## config.mk

```make
export PLATFORM = sky130hd
export DESIGN_NAME = cp0_exc_unit
export DESIGN_NICKNAME = d
export VERILOG_FILES = /design/src/rtl/cp0_pkg.sv /design/src/rtl/cp0_timer.sv /design/src/rtl/cp0_exc_unit.sv
export SDC_FILE = /design/constraint.sdc
export NUM_CORES = 1
export LEC_CHECK = 0
export ABC_AREA = 1
export BUFFER_PORTS_ARGS = -buffer_cell sky130_fd_sc_hd__buf_2
export CAP_MARGIN = 20
export CORE_MARGIN = 10
export CORE_UTILIZATION = 35
export CTS_CLUSTER_SIZE = 8
export DETAILED_ROUTE_END_ITERATION = 8
export SLEW_MARGIN = 20
export SYNTH_ARGS = -nofsm -noshare
export SYNTH_HDL_FRONTEND = slang
export SYNTH_HIERARCHICAL = 1
export SYNTH_SLANG_ARGS = --single-unit
```

## constraint.sdc

```tcl
create_clock -name clk -period 4 [get_ports clk]
set_input_delay 0.8 -clock clk [delete_from_list [all_inputs] [get_ports clk]]
set_output_delay 0.8 -clock clk [all_outputs]
set_load 0.05 [all_outputs]
```

## src/rtl/cp0_pkg.sv

```systemverilog
// Shared CP0 constants: register numbers, exception codes and SR/Cause field positions.
// Timer registers (Count/Compare) exist only when CP0_TIMER_EN is defined.
package cp0_pkg;

    localparam logic [4:0] CP0_COUNT   = 5'd9;
    localparam logic [4:0] CP0_COMPARE = 5'd11;
    localparam logic [4:0] CP0_SR      = 5'd12;
    localparam logic [4:0] CP0_CAUSE   = 5'd13;
    localparam logic [4:0] CP0_EPC     = 5'd14;
    localparam logic [4:0] CP0_PRID    = 5'd15;

    localparam logic [4:0] EXC_INT  = 5'd0;
    localparam logic [4:0] EXC_ADEL = 5'd4;
    localparam logic [4:0] EXC_ADES = 5'd5;
    localparam logic [4:0] EXC_RI   = 5'd10;
    localparam logic [4:0] EXC_OV   = 5'd12;

    localparam int SR_IE_BIT     = 0;
    localparam int SR_EXL_BIT    = 1;
    localparam int SR_IM_LSB     = 10;
    localparam int CAUSE_EXC_LSB = 2;
    localparam int CAUSE_IP_LSB  = 10;
    localparam int CAUSE_BD_BIT  = 31;

endpackage

```

## src/rtl/cp0_timer.sv

```systemverilog
// CP0 Count/Compare timer with a pending flag that feeds interrupt line 5.
// Only instantiated when CP0_TIMER_EN is defined.
module cp0_timer
    import cp0_pkg::*;
(
    input  logic        clk_i,
    input  logic        reset_i,
    input  logic        we_i,
    input  logic [4:0]  addr_i,
    input  logic [31:0] wdata_i,
    output logic [31:0] count_o,
    output logic [31:0] compare_o,
    output logic        pend_o
);

    logic [31:0] count_q, count_d;
    logic [31:0] compare_q, compare_d;
    logic        pend_q, pend_d;

    always_comb begin
        count_d   = count_q + 32'd1;
        compare_d = compare_q;
        pend_d    = pend_q;
        if (count_q == compare_q && compare_q != 32'd0) pend_d = 1'b1;
        if (we_i && addr_i == CP0_COUNT) count_d = wdata_i;
        // Writing Compare acknowledges the timer interrupt, even if a match happens this cycle.
        if (we_i && addr_i == CP0_COMPARE) begin
            compare_d = wdata_i;
            pend_d    = 1'b0;
        end
    end

    always_ff @(posedge clk_i) begin
        if (reset_i) begin
            count_q   <= 32'd0;
            compare_q <= 32'd0;
            pend_q    <= 1'b0;
        end else begin
            count_q   <= count_d;
            compare_q <= compare_d;
            pend_q    <= pend_d;
        end
    end

    assign count_o   = count_q;
    assign compare_o = compare_q;
    assign pend_o    = pend_q;

endmodule

```

## src/rtl/cp0_exc_unit.sv

```systemverilog
// CP0 exception/interrupt responder for the M stage: SR/Cause/EPC, req and eret support.
// Define CP0_TIMER_EN to add the Count/Compare timer on interrupt line 5.
module cp0_exc_unit #(
    parameter logic [31:0] HANDLER_PC = 32'h0000_4180,
    parameter logic [31:0] PRID_VAL   = 32'h0000_CAFE
) (
    input  logic        clk,
    input  logic        reset,
    input  logic        we,
    input  logic [4:0]  addr,
    input  logic [31:0] wdata,
    output logic [31:0] rdata,
    input  logic [31:0] vpc,
    input  logic        bd,
    input  logic [4:0]  exc_code,
    input  logic [5:0]  hw_int,
    input  logic        eret,
    output logic        req,
    output logic [31:0] epc,
    output logic [31:0] handler_pc
);
    import cp0_pkg::*;

    logic [5:0]  im_q, im_d;
    logic        exl_q, exl_d;
    logic        ie_q, ie_d;
    logic        bd_q, bd_d;
    logic [5:0]  ip_q, ip_d;
    logic [4:0]  exc_q, exc_d;
    logic [31:0] epc_q, epc_d;
    logic [5:0]  hw_eff;
    logic        int_req, exc_req;

`ifdef CP0_TIMER_EN
    logic [31:0] tmr_count, tmr_compare;
    logic        tmr_pend;

    // A taken exception drops any mtc0 in flight, timer writes included.
    cp0_timer u_timer (
        .clk_i     (clk),
        .reset_i   (reset),
        .we_i      (we & ~req),
        .addr_i    (addr),
        .wdata_i   (wdata),
        .count_o   (tmr_count),
        .compare_o (tmr_compare),
        .pend_o    (tmr_pend)
    );
    assign hw_eff = hw_int | {tmr_pend, 5'b0};
`else
    assign hw_eff = hw_int;
`endif

    assign int_req = (|(hw_eff & im_q)) & ie_q & ~exl_q;
    assign exc_req = (exc_code != EXC_INT) & ~exl_q;
    assign req     = int_req | exc_req;

    always_comb begin
        im_d  = im_q;
        exl_d = exl_q;
        ie_d  = ie_q;
        bd_d  = bd_q;
        ip_d  = hw_eff;
        exc_d = exc_q;
        epc_d = epc_q;
        if (req) begin
            exl_d = 1'b1;
            bd_d  = bd;
            exc_d = int_req ? EXC_INT : exc_code;
            epc_d = (vpc - (bd ? 32'd4 : 32'd0)) & 32'hFFFF_FFFC;
        end else begin
            if (we && addr == CP0_SR) begin
                im_d  = wdata[SR_IM_LSB +: 6];
                exl_d = wdata[SR_EXL_BIT];
                ie_d  = wdata[SR_IE_BIT];
            end
            if (we && addr == CP0_EPC) epc_d = wdata & 32'hFFFF_FFFC;
            // Evaluated last so eret's EXL clear beats a same-cycle SR write.
            if (eret) exl_d = 1'b0;
        end
    end

    always_ff @(posedge clk) begin
        if (reset) begin
            im_q  <= 6'd0;
            exl_q <= 1'b0;
            ie_q  <= 1'b0;
            bd_q  <= 1'b0;
            ip_q  <= 6'd0;
            exc_q <= 5'd0;
            epc_q <= 32'd0;
        end else begin
            im_q  <= im_d;
            exl_q <= exl_d;
            ie_q  <= ie_d;
            bd_q  <= bd_d;
            ip_q  <= ip_d;
            exc_q <= exc_d;
            epc_q <= epc_d;
        end
    end

    always_comb begin
        rdata = 32'd0;
        case (addr)
            CP0_SR:    rdata = {16'd0, im_q, 8'd0, exl_q, ie_q};
            CP0_CAUSE: rdata = {bd_q, 15'd0, ip_q, 3'd0, exc_q, 2'd0};
            CP0_EPC:   rdata = epc_q;
            CP0_PRID:  rdata = PRID_VAL;
`ifdef CP0_TIMER_EN
            CP0_COUNT:   rdata = tmr_count;
            CP0_COMPARE: rdata = tmr_compare;
`endif
            default:   rdata = 32'd0;
        endcase
    end

    assign epc        = epc_q;
    assign handler_pc = HANDLER_PC;

endmodule

```

==> impl_metrics.json <==
{
  "outcome": "finished clean",
  "synth_area_per_cell_um2": 6.22,
  "period_minus_slack_ns": 2.85,
  "grt_antenna_before_repair": 1,
  "fp-row-count": 38,
  "final_common_cell": "nand2_1",
  "final_nets": 853,
  "fin_setup_tns_ns": 0,
  "die_x_um": 126,
  "cts_root_buf": "clkbuf_16",
  "cts_tree": "done",
  "max_freq_ghz": 0.351,
  "worstSetupStartpointType": "primary input",
  "finalClockSkew_ns": 0.00615,
  "synth_flop_cell": "dfxtp_1",
  "core_area_mm2": 0.0109,
  "cts.clk_slew.worst_paths_ns": 0.07,
  "finalCritPeriodShare": 0.712,
  "portBuffers": 145,
  "final_cell_mix": "nand2_1, buf_2, nor2_1",
  "drt_wl_total_um": 14000,
  "grt_pass1_vias": 4133,
  "globalplace.congestion": 0.923,
  "drv_slew": 0,
  "grt-ovfl-total": 0,
  "route.detailed.drc": 0,
  "grt_pass1_wl_um": 21600,
  "maxCapViolCount": 0,
  "cts.repair.resized": 0,
  "h-tree-depth": 2,
  "worst_ep_arrival_time_ns": 2.05,
  "start_util": 0.361,
  "hpwl_um": 11400,
  "clk_latency_ns": 0.29,
  "cts_buffer_depth": 2,
  "holdBufCountCts": 0,
  "design_area_mm2": 0.00474,
  "p_leak_nw": 2.55,
  "synthCells": 635,
  "crit_fanout": 12,
  "synth_enable_flop_cells": 0,
  "drt_iter0_drc": 288,
  "postPlaceCellArea_mm2": 0.00456,
  "grt.total_usage": 0.164,
  "rsz0062_at_grt": "no",
  "final-setup-viol-count": 0,
  "cp.required_ns": 3.20,
  "ys_async_sr_fraction": 0,
  "cts.sinks": 50,
  "cellPowerDensity_mw_per_mm2": 329,
  "io_pins": 182,
  "critPathCaptureType": "output pin",
  "die-area_mm2": 0.0159,
  "ant_nets": 0,
  "fillers": 1216,
  "grt_start_max_net_pins": 49,
  "worstSetupPathType": "in -> out",
  "vdd_ir_drop_max_uv": 204,
  "numCtsBuffers": 5,
  "viasPerCell": 4.67,
  "final_core_util": 0.434,
  "worst_slew_pin_slew_ns": 0.525,
  "drive_above_1_share": 0.263,
  "slew_headroom": 0.650,
  "firstDrtPassIters": 5,
  "synth_seq_cells": 50,
  "chipHeight_um": 126,
  "seq_area_frac_synth": 0.253,
  "multi_input_area_mm2": 0.00232,
  "hp-class": "reg -> reg",
  "syn-cell-area_mm2": 0.00395,
  "vias": 4239,
  "ys_types": 41,
  "ys_warn_count": 6,
  "post_drt_wl_per_cell_um": 15.4,
  "regArea_mm2": 0.00100,
  "cts_setup_buffers": 0,
  "area_growth_syn_to_layout_pct": 20.1,
  "hold_violations": 0
}
state kept, by name, summed over array words and instances, names as in the netlist:
name and flops:
epc 30, ie_q 1, exc_q 5, bd_q 1, ip_q 6, im_q 6
exl_q 1
metrics by stage:
step | power, W | hold slack (ns) | instances | setup slack [ns]
floorplan | 0.000962 | 0.439 | 667 | 0.998
CTS | 0.00157 | 0.465 | 907 | 1.13
global placement | 0.00106 | 0.452 | 899 | 1.20
detailed placement | 0.00106 | 0.454 | 899 | 1.13
global route | 0.00163 | 0.490 | 908 | 1.05
finish | 0.00156 | 0.468 | 908 | 1.15
area by class of cell:
class                   count  area share
flip-flops and latches     50       0.211
repair buffers            146       0.155
well taps                 140      0.0369
inverters                  87      0.0694
multi-input cells         476       0.490
clock buffers               6      0.0293
diodes                      1    0.000528
clock inverters             2     0.00818
logic make-up (layout without fill, tap and decap cells):
family	Yosys count	after routing	share of synthesized area
AO/OA/AOI/OAI	79	79	0.136
XOR/XNOR	11	11	0.0244
adder cells (fa/ha/maj)	2	2	0.00634
buffers and inverters	141	241	0.189
flip-flops	50	50	0.253
other	2	35	0.00190
AND/OR/NAND/NOR	350	350	0.389
worst max-delay path: stages:
cell and delay [ns]:
buf_2 0.08, nand2_1 0.09, nor2_1 0.13, nand2_1 0.06, inv_1 0.33, nand2_1 0.13, o211ai_1 0.12, buf_2 0.30
final timing paths:
kind	start	end	slack [ns]	cells after the start
setup / recovery	addr[3]	rdata[13]	1.15	8
setup reg to reg	im_q[1]$_SDFFE_PP0P_	epc[6]$_SDFFE_PP0P_	2.19	9
hold reg to reg	exc_q[3]$_SDFFE_PP0P_	exc_q[3]$_SDFFE_PP0P_	0.47	2
hold / removal	exc_q[3]$_SDFFE_PP0P_	exc_q[3]$_SDFFE_PP0P_	0.47	2
synth_stat cells, drive strengths merged (2+ instances only):
cell	n	area (um2)
conb	2	7.51
ha	2	25.0
a21oi	27	176
nand3	33	203
nor2	120	522
o21ai	35	198
a211oi	6	75.1
clkbuf	5	18.8
o211ai	6	45.0
nand2	184	729
xor2	7	61.3
dfxtp	50	1000
inv	87	329
o211a	2	20.0
nand4	11	68.8
buf	49	397
xnor2	4	35.0
power by group:
part / internal, W / switching (W) / total (W) / leakage (nW)
Combinational: 0.000117 / 0.000371 / 0.000488 / 2.05
Sequential: 0.000536 / 0.0000250 / 0.000561 / 0.414
Clock: 0.000315 / 0.000197 / 0.000512 / 0.0875
Total: 0.000968 / 0.000593 / 0.00156 / 2.55
metal layers:
metal  vias to the layer above  routed length [um]  global-route usage
li1                       2165                   -                   -
met1                      1922                6090               0.204
met2                       142                6810               0.282
met3                        10                 884              0.0348
met4                         0                 171              0.0382
met5                         -                   0                   0
Note: power is estimated with default switching activity, not from simulation.
